==> src/rtl/gsm_coef_bank_ctrl.sv <==
// Double-buffered coefficient bank controller for the symmetric FIR.
// Loads a shadow bank, swaps on a sample strobe, then mutes while the tree drains.
module gsm_coef_bank_ctrl #(
  parameter int WIDTH     = 18,
  parameter int NUM_COEF  = 51,
  parameter int FLUSH_LEN = 8
) (
  input  logic                      sys_clk,
  input  logic                      reset,
  input  logic                      sam_clk_en,
  input  logic                      wr_valid,
  output logic                      wr_ready,
  input  logic [WIDTH-1:0]          wr_data,
  input  logic                      wr_last,
  output logic [NUM_COEF*WIDTH-1:0] coef_bus,
  output logic                      bank_sel,
  output logic                      mute,
  output logic                      busy,
  output logic                      load_err,
  output logic                      swap_done
);

  localparam int IW = $clog2(NUM_COEF);
  localparam int FW = $clog2(FLUSH_LEN + 1);

  localparam logic [1:0] S_IDLE  = 2'd0;
  localparam logic [1:0] S_LOAD  = 2'd1;
  localparam logic [1:0] S_PEND  = 2'd2;
  localparam logic [1:0] S_FLUSH = 2'd3;

  localparam logic [IW-1:0] LAST_IDX = IW'(NUM_COEF - 1);
  localparam logic [FW-1:0] FL_INIT  = FW'(FLUSH_LEN);
  localparam logic [FW-1:0] FL_ONE   = FW'(1);

  logic [WIDTH-1:0] r_bank [2][NUM_COEF];

  logic [1:0]    r_state;
  logic [IW-1:0] r_widx;
  logic [FW-1:0] r_flush_cnt;
  logic          r_bank_sel;
  logic          r_mute;
  logic          r_busy;
  logic          r_load_err;
  logic          r_swap_done;

  logic [1:0]    w_state_nxt;
  logic [IW-1:0] w_widx_nxt;
  logic [FW-1:0] w_cnt_nxt;
  logic          w_sel_nxt;
  logic          w_mute_nxt;
  logic          w_err_nxt;
  logic          w_done_nxt;
  logic          w_ready;
  logic          w_acc;
  logic          w_we;
  logic [IW-1:0] w_waddr;
  logic          w_wbank;

  // Ready depends only on state, never on wr_valid.
  assign w_ready = (r_state == S_IDLE) ||
                   (r_state == S_LOAD);
  assign w_acc   = wr_valid && w_ready;
  assign w_wbank = ~r_bank_sel;

  always_comb begin
    w_state_nxt = r_state;
    w_widx_nxt  = r_widx;
    w_cnt_nxt   = r_flush_cnt;
    w_sel_nxt   = r_bank_sel;
    w_mute_nxt  = r_mute;
    w_err_nxt   = r_load_err;
    w_done_nxt  = 1'b0;
    w_we        = 1'b0;
    w_waddr     = r_widx;
    unique case (r_state)
      S_IDLE: begin
        if (w_acc) begin
          w_we    = 1'b1;
          w_waddr = '0;
          if (wr_last) begin
            w_err_nxt = 1'b1;
          end else begin
            w_err_nxt   = 1'b0;
            w_widx_nxt  = IW'(1);
            w_state_nxt = S_LOAD;
          end
        end
      end
      S_LOAD: begin
        if (w_acc) begin
          w_we = 1'b1;
          if (r_widx == LAST_IDX) begin
            if (wr_last) begin
              w_state_nxt = S_PEND;
            end else begin
              w_err_nxt   = 1'b1;
              w_state_nxt = S_IDLE;
            end
          end else if (wr_last) begin
            w_err_nxt   = 1'b1;
            w_state_nxt = S_IDLE;
          end else begin
            w_widx_nxt = r_widx + 1'b1;
          end
        end
      end
      S_PEND: begin
        if (sam_clk_en) begin
          w_sel_nxt   = ~r_bank_sel;
          w_cnt_nxt   = FL_INIT;
          w_mute_nxt  = 1'b1;
          w_state_nxt = S_FLUSH;
        end
      end
      S_FLUSH: begin
        if (sam_clk_en) begin
          w_cnt_nxt = r_flush_cnt - 1'b1;
          if (r_flush_cnt == FL_ONE) begin
            w_mute_nxt  = 1'b0;
            w_done_nxt  = 1'b1;
            w_state_nxt = S_IDLE;
          end
        end
      end
      default: begin
        w_state_nxt = S_IDLE;
      end
    endcase
  end

  always_ff @(posedge sys_clk) begin
    if (reset) begin
      r_state     <= S_IDLE;
      r_widx      <= '0;
      r_flush_cnt <= '0;
      r_bank_sel  <= 1'b0;
      r_mute      <= 1'b0;
      r_busy      <= 1'b0;
      r_load_err  <= 1'b0;
      r_swap_done <= 1'b0;
    end else begin
      r_state     <= w_state_nxt;
      r_widx      <= w_widx_nxt;
      r_flush_cnt <= w_cnt_nxt;
      r_bank_sel  <= w_sel_nxt;
      r_mute      <= w_mute_nxt;
      r_busy      <= (w_state_nxt != S_IDLE);
      r_load_err  <= w_err_nxt;
      r_swap_done <= w_done_nxt;
    end
  end

  // Writes only ever target the shadow bank.
  always_ff @(posedge sys_clk) begin
    if (reset) begin
      for (int k = 0; k < NUM_COEF; k++) begin
        r_bank[0][k] <= '0;
        r_bank[1][k] <= '0;
      end
    end else if (w_we) begin
      r_bank[w_wbank][w_waddr] <= wr_data;
    end
  end

  for (genvar k = 0; k < NUM_COEF; k++) begin : g_bus
    assign coef_bus[WIDTH*k +: WIDTH] =
      r_bank[r_bank_sel][k];
  end

  assign wr_ready  = w_ready;
  assign bank_sel  = r_bank_sel;
  assign mute      = r_mute;
  assign busy      = r_busy;
  assign load_err  = r_load_err;
  assign swap_done = r_swap_done;

endmodule
==> config.mk <==
export PLATFORM = sky130hd
export DESIGN_NAME = gsm_coef_bank_ctrl
export DESIGN_NICKNAME = d
export VERILOG_FILES = /design/src/rtl/gsm_coef_bank_ctrl.sv
export SDC_FILE = /design/constraint.sdc
export NUM_CORES = 2
export LEC_CHECK = 0
export BUFFER_PORTS_ARGS = -buffer_cell sky130_fd_sc_hd__buf_4
export CORE_UTILIZATION = 40
export DETAILED_ROUTE_END_ITERATION = 8
export PLACE_DENSITY = 0.66
export RECOVER_POWER = 25
export SLEW_MARGIN = 15
export SYNTH_ARGS = -nofsm -noshare
export SYNTH_HDL_FRONTEND = slang
export SYNTH_SLANG_ARGS = --single-unit
==> constraint.sdc <==
create_clock -name sys_clk -period 3.8 [get_ports sys_clk]
set_input_delay 0.76 -clock sys_clk [delete_from_list [all_inputs] [get_ports sys_clk]]
set_output_delay 0.76 -clock sys_clk [all_outputs]
set_load 0.02 [all_outputs]
==> run summary <==
status - finished with violations
failing checks - capacitance limit, slew limit
Worst Hold Class - primary input to flop
Post-Layout Cell Count - 9199
critical-path cell list - buf_12 > buf_4 > mux2_2 > buf_4
fmax - 271 MHz
number of I/O port buffers - 946
Req. time, crit path - 3.04 ns
H-tree depth - 4
Fin. Hold Viols - 0
Final Slew Violations - 523
buffers from clock root to sink, at most - 3
first-pass GRT wire length - 381000 um
Initial DRT Pass Iterations - 6
Synth Area in XOR/XNOR - 0.0109%
Synth Instances - 5646
grt total ovfl - 0
Most used DFF post-synth - edfxtp_1
crit path max fanout - 22
critical path endpoint category - output port
hpwl dp - 171000 um
FF-to-FF setup slack - 0.19 ns
Post-CTS Setup Inserts - 1
slowest CP cell - dfxtp_4
Data arrival, critical path - 2.93 ns
Top cell by count, worst path - buf_4
P&R area growth vs syn - 22.1%
dpl cells - 8843
multiplexer area fraction after synthesis - 12.9%
drt via density - 5.89
Synth area leaders - edfxtp_1 69%, mux2_2 13%, nor3_1 8.8%
Synth area leader - edfxtp_1
largest net degree at the start of global routing - 150
Die Wd - 450 um
clock sinks - 1854
Leakage - 31.8 nW
# IOs - 947
Initial Util - 40.2%
Synth async-reset ratio - 0%
kind of critical path - flop to output port
family with the most delay on the worst path - flip-flops
Final Util - 49.1%
CTS tree - built
initial detailed-routing violation count - 5541
Synth Area per Inst - 14.2 um^2
fin nets - 6409
hold buffer count at CTS - 0
core area - 199000 um^2
Syn Nets - 5673
VDD IR-drop max - 397 uV
Setup-failing EPs final - 0
Yosys cell types - 43
main combinational cell family by area after synthesis - multiplexers
area of the mapped netlist - 80200 um^2
Seq/Total Area, Yosys - 69.2%
yosys warns - 0
Synth Area in Simple Gates - 12.7%
PD cells - 477 nW/um^2
Worst slew margin - -20.0%
fin crit period - 3.69 ns
# rows - 164
Compound-Gate Fraction of Synth Area - 0.989%
post-CTS resize count - 0
WL final - 271000 um
RSZ-0062 raised after global routing - no
TNS Setup - 0 ns
cts bufs inserted - 192
Post-DRT Antenna Nets - 0
layout cells sized above 1 - 39.3%
die height - 450 um
max-cap violations - 7
Wirelength per Cell - 29.5 um
DR vias - 54200
final worst-path cycle share - 97.2%
CTS Root Cell - clkbuf_16
drt drc - 0
Clk pin slew, worst setup/hold paths - 0.06 ns
die area - 202000 um^2
total track usage - 26.0%
Adder-Cell Fraction of Synth Area - 0.0624%
CP bufs+invs - 3
Setup Skew - 0.0531 ns
Worst-Margin Slew - 1.80 ns
antenna violations before repair - 4
number of global-route vias before repair - 52400
top-area cell type share of the netlist area - 68.7%
EDFF count, synth - 1836
#FFs+latches synth - 1854
crit-path max cell delay - 0.78 ns
clk_lat worst skew - 0.90 ns
element type at the critical path start - flop
GP Congestion - 0.856
==> Yosys cell counts, types with 2 or more instances <==
| cell | n |
|---|---|
| a211oi_1 | 4 |
| a21oi_1 | 11 |
| a311o_1 | 3 |
| and2_1 | 2 |
| buf_1 | 33 |
| buf_2 | 200 |
| buf_6 | 3 |
| clkbuf_1 | 560 |
| dfxtp_1 | 18 |
| edfxtp_1 | 1836 |
| ha_1 | 4 |
| inv_1 | 25 |
| mux2_2 | 919 |
| nand2_1 | 11 |
| nand2b_1 | 2 |
| nand3_1 | 6 |
| nand3b_1 | 4 |
| nand4_1 | 16 |
| nor2_1 | 6 |
| nor2b_1 | 5 |
| nor3_1 | 1407 |
| nor3b_1 | 2 |
| nor4_1 | 433 |
| nor4bb_1 | 2 |
| o21ai_0 | 86 |
| o31ai_1 | 27 |
| or3_1 | 4 |
| or4bb_1 | 2 |
==> routing by layer <==
| layer | routed length (um) | part of all wire (%) | GRT usage (%) | vias to the layer above |
|---|---|---|---|---|
| li1 | - | - | - | 23400 |
| met1 | 103000 | 38 | 32.7 | 27700 |
| met2 | 131000 | 48 | 42.2 | 2540 |
| met3 | 20300 | 7.5 | 4.87 | 556 |
| met4 | 16600 | 6.1 | 14.1 | 2 |
| met5 | 9 | 0.0033 | 0 | - |
==> final timing paths <==
path / startpoint / endpoint / depth (start not counted)
worst min-delay path: reset / flop / 2
worst min register to register: load_err / load_err / 2
worst max-delay path: flop / coef_bus[746] / 4
worst max register to register: r_widx[0] / r_bank[0][612] / 6
==> stage by stage <==
step	setup WS, ns	hold slack [ns]	power [mW]	instance area [um^2]
CTS	0.0154	0.124	47.0	98500
finish	0.106	0.189	46.7	98000
floorplan	0.174	0.440	25.8	80200
global route	0.0237	0.163	47.8	98000
detailed placement	-0.115	0.479	28.0	92000
global placement	-0.0412	0.453	27.9	92000
==> cell families (layout without fill, tap and decap cells) <==
family | after synthesis | count (layout)
AOI/OAI and AO/OA | 137 | 137
xor gates and xnor gates | 1 | 1
adders and majority gates | 4 | 4
and+or+nand+nor | 1909 | 1909
DFF | 1854 | 1854
buffers and inverters | 821 | 1715
other | 0 | 3
muxes | 920 | 920
==> power by group <==
group,internal (mW),leakage (nW),switching [mW]
Clock,10.9,3.12,8.32
Sequential,23.3,18.0,0.249
Combinational,1.26,10.7,2.68
Total,35.5,31.8,11.3
==> state kept, by name (all words and copies together), names as in the netlist, named ones only <==
name,count
bank_sel,1
busy,1
load_err,1
mute,1
r_bank,1836
r_flush_cnt,4
r_state,2
r_widx,6
swap_done,1
==> cell usage in the layout (no fill, tap or decap), types with 6 or more instances in the layout <==
cell type	count
o31ai_4	8
clkbuf_2	29
o21ai_1	57
clkbuf_4	6
inv_1	6
nor4_1	433
inv_4	17
nand2_1	7
clkbuf_16	192
buf_12	82
clkbuf_1	64
edfxtp_1	1836
o31ai_1	7
o21ai_0	14
nand4_1	16
buf_4	1189
mux2_2	919
a21oi_1	11
o21ai_2	14
clkinv_1	45
clkinv_2	36
clkinv_16	11
o31ai_2	12
nor3_1	1407
bufinv_16	21
dfxtp_1	17
==> final cells by class <==
type | instances | area, um^2
inverter | 25 | 146
clock buffer | 228 | 4970
timing repair buffer | 1338 | 10900
antenna | 3 | 7.51
multi-input combinational | 2971 | 21700
fill | 17100 | 101000
tap | 2656 | 3320
clock inverter | 124 | 1440
sequential | 1854 | 55500
No activity file was read; power rests on OpenSTA's default activity.
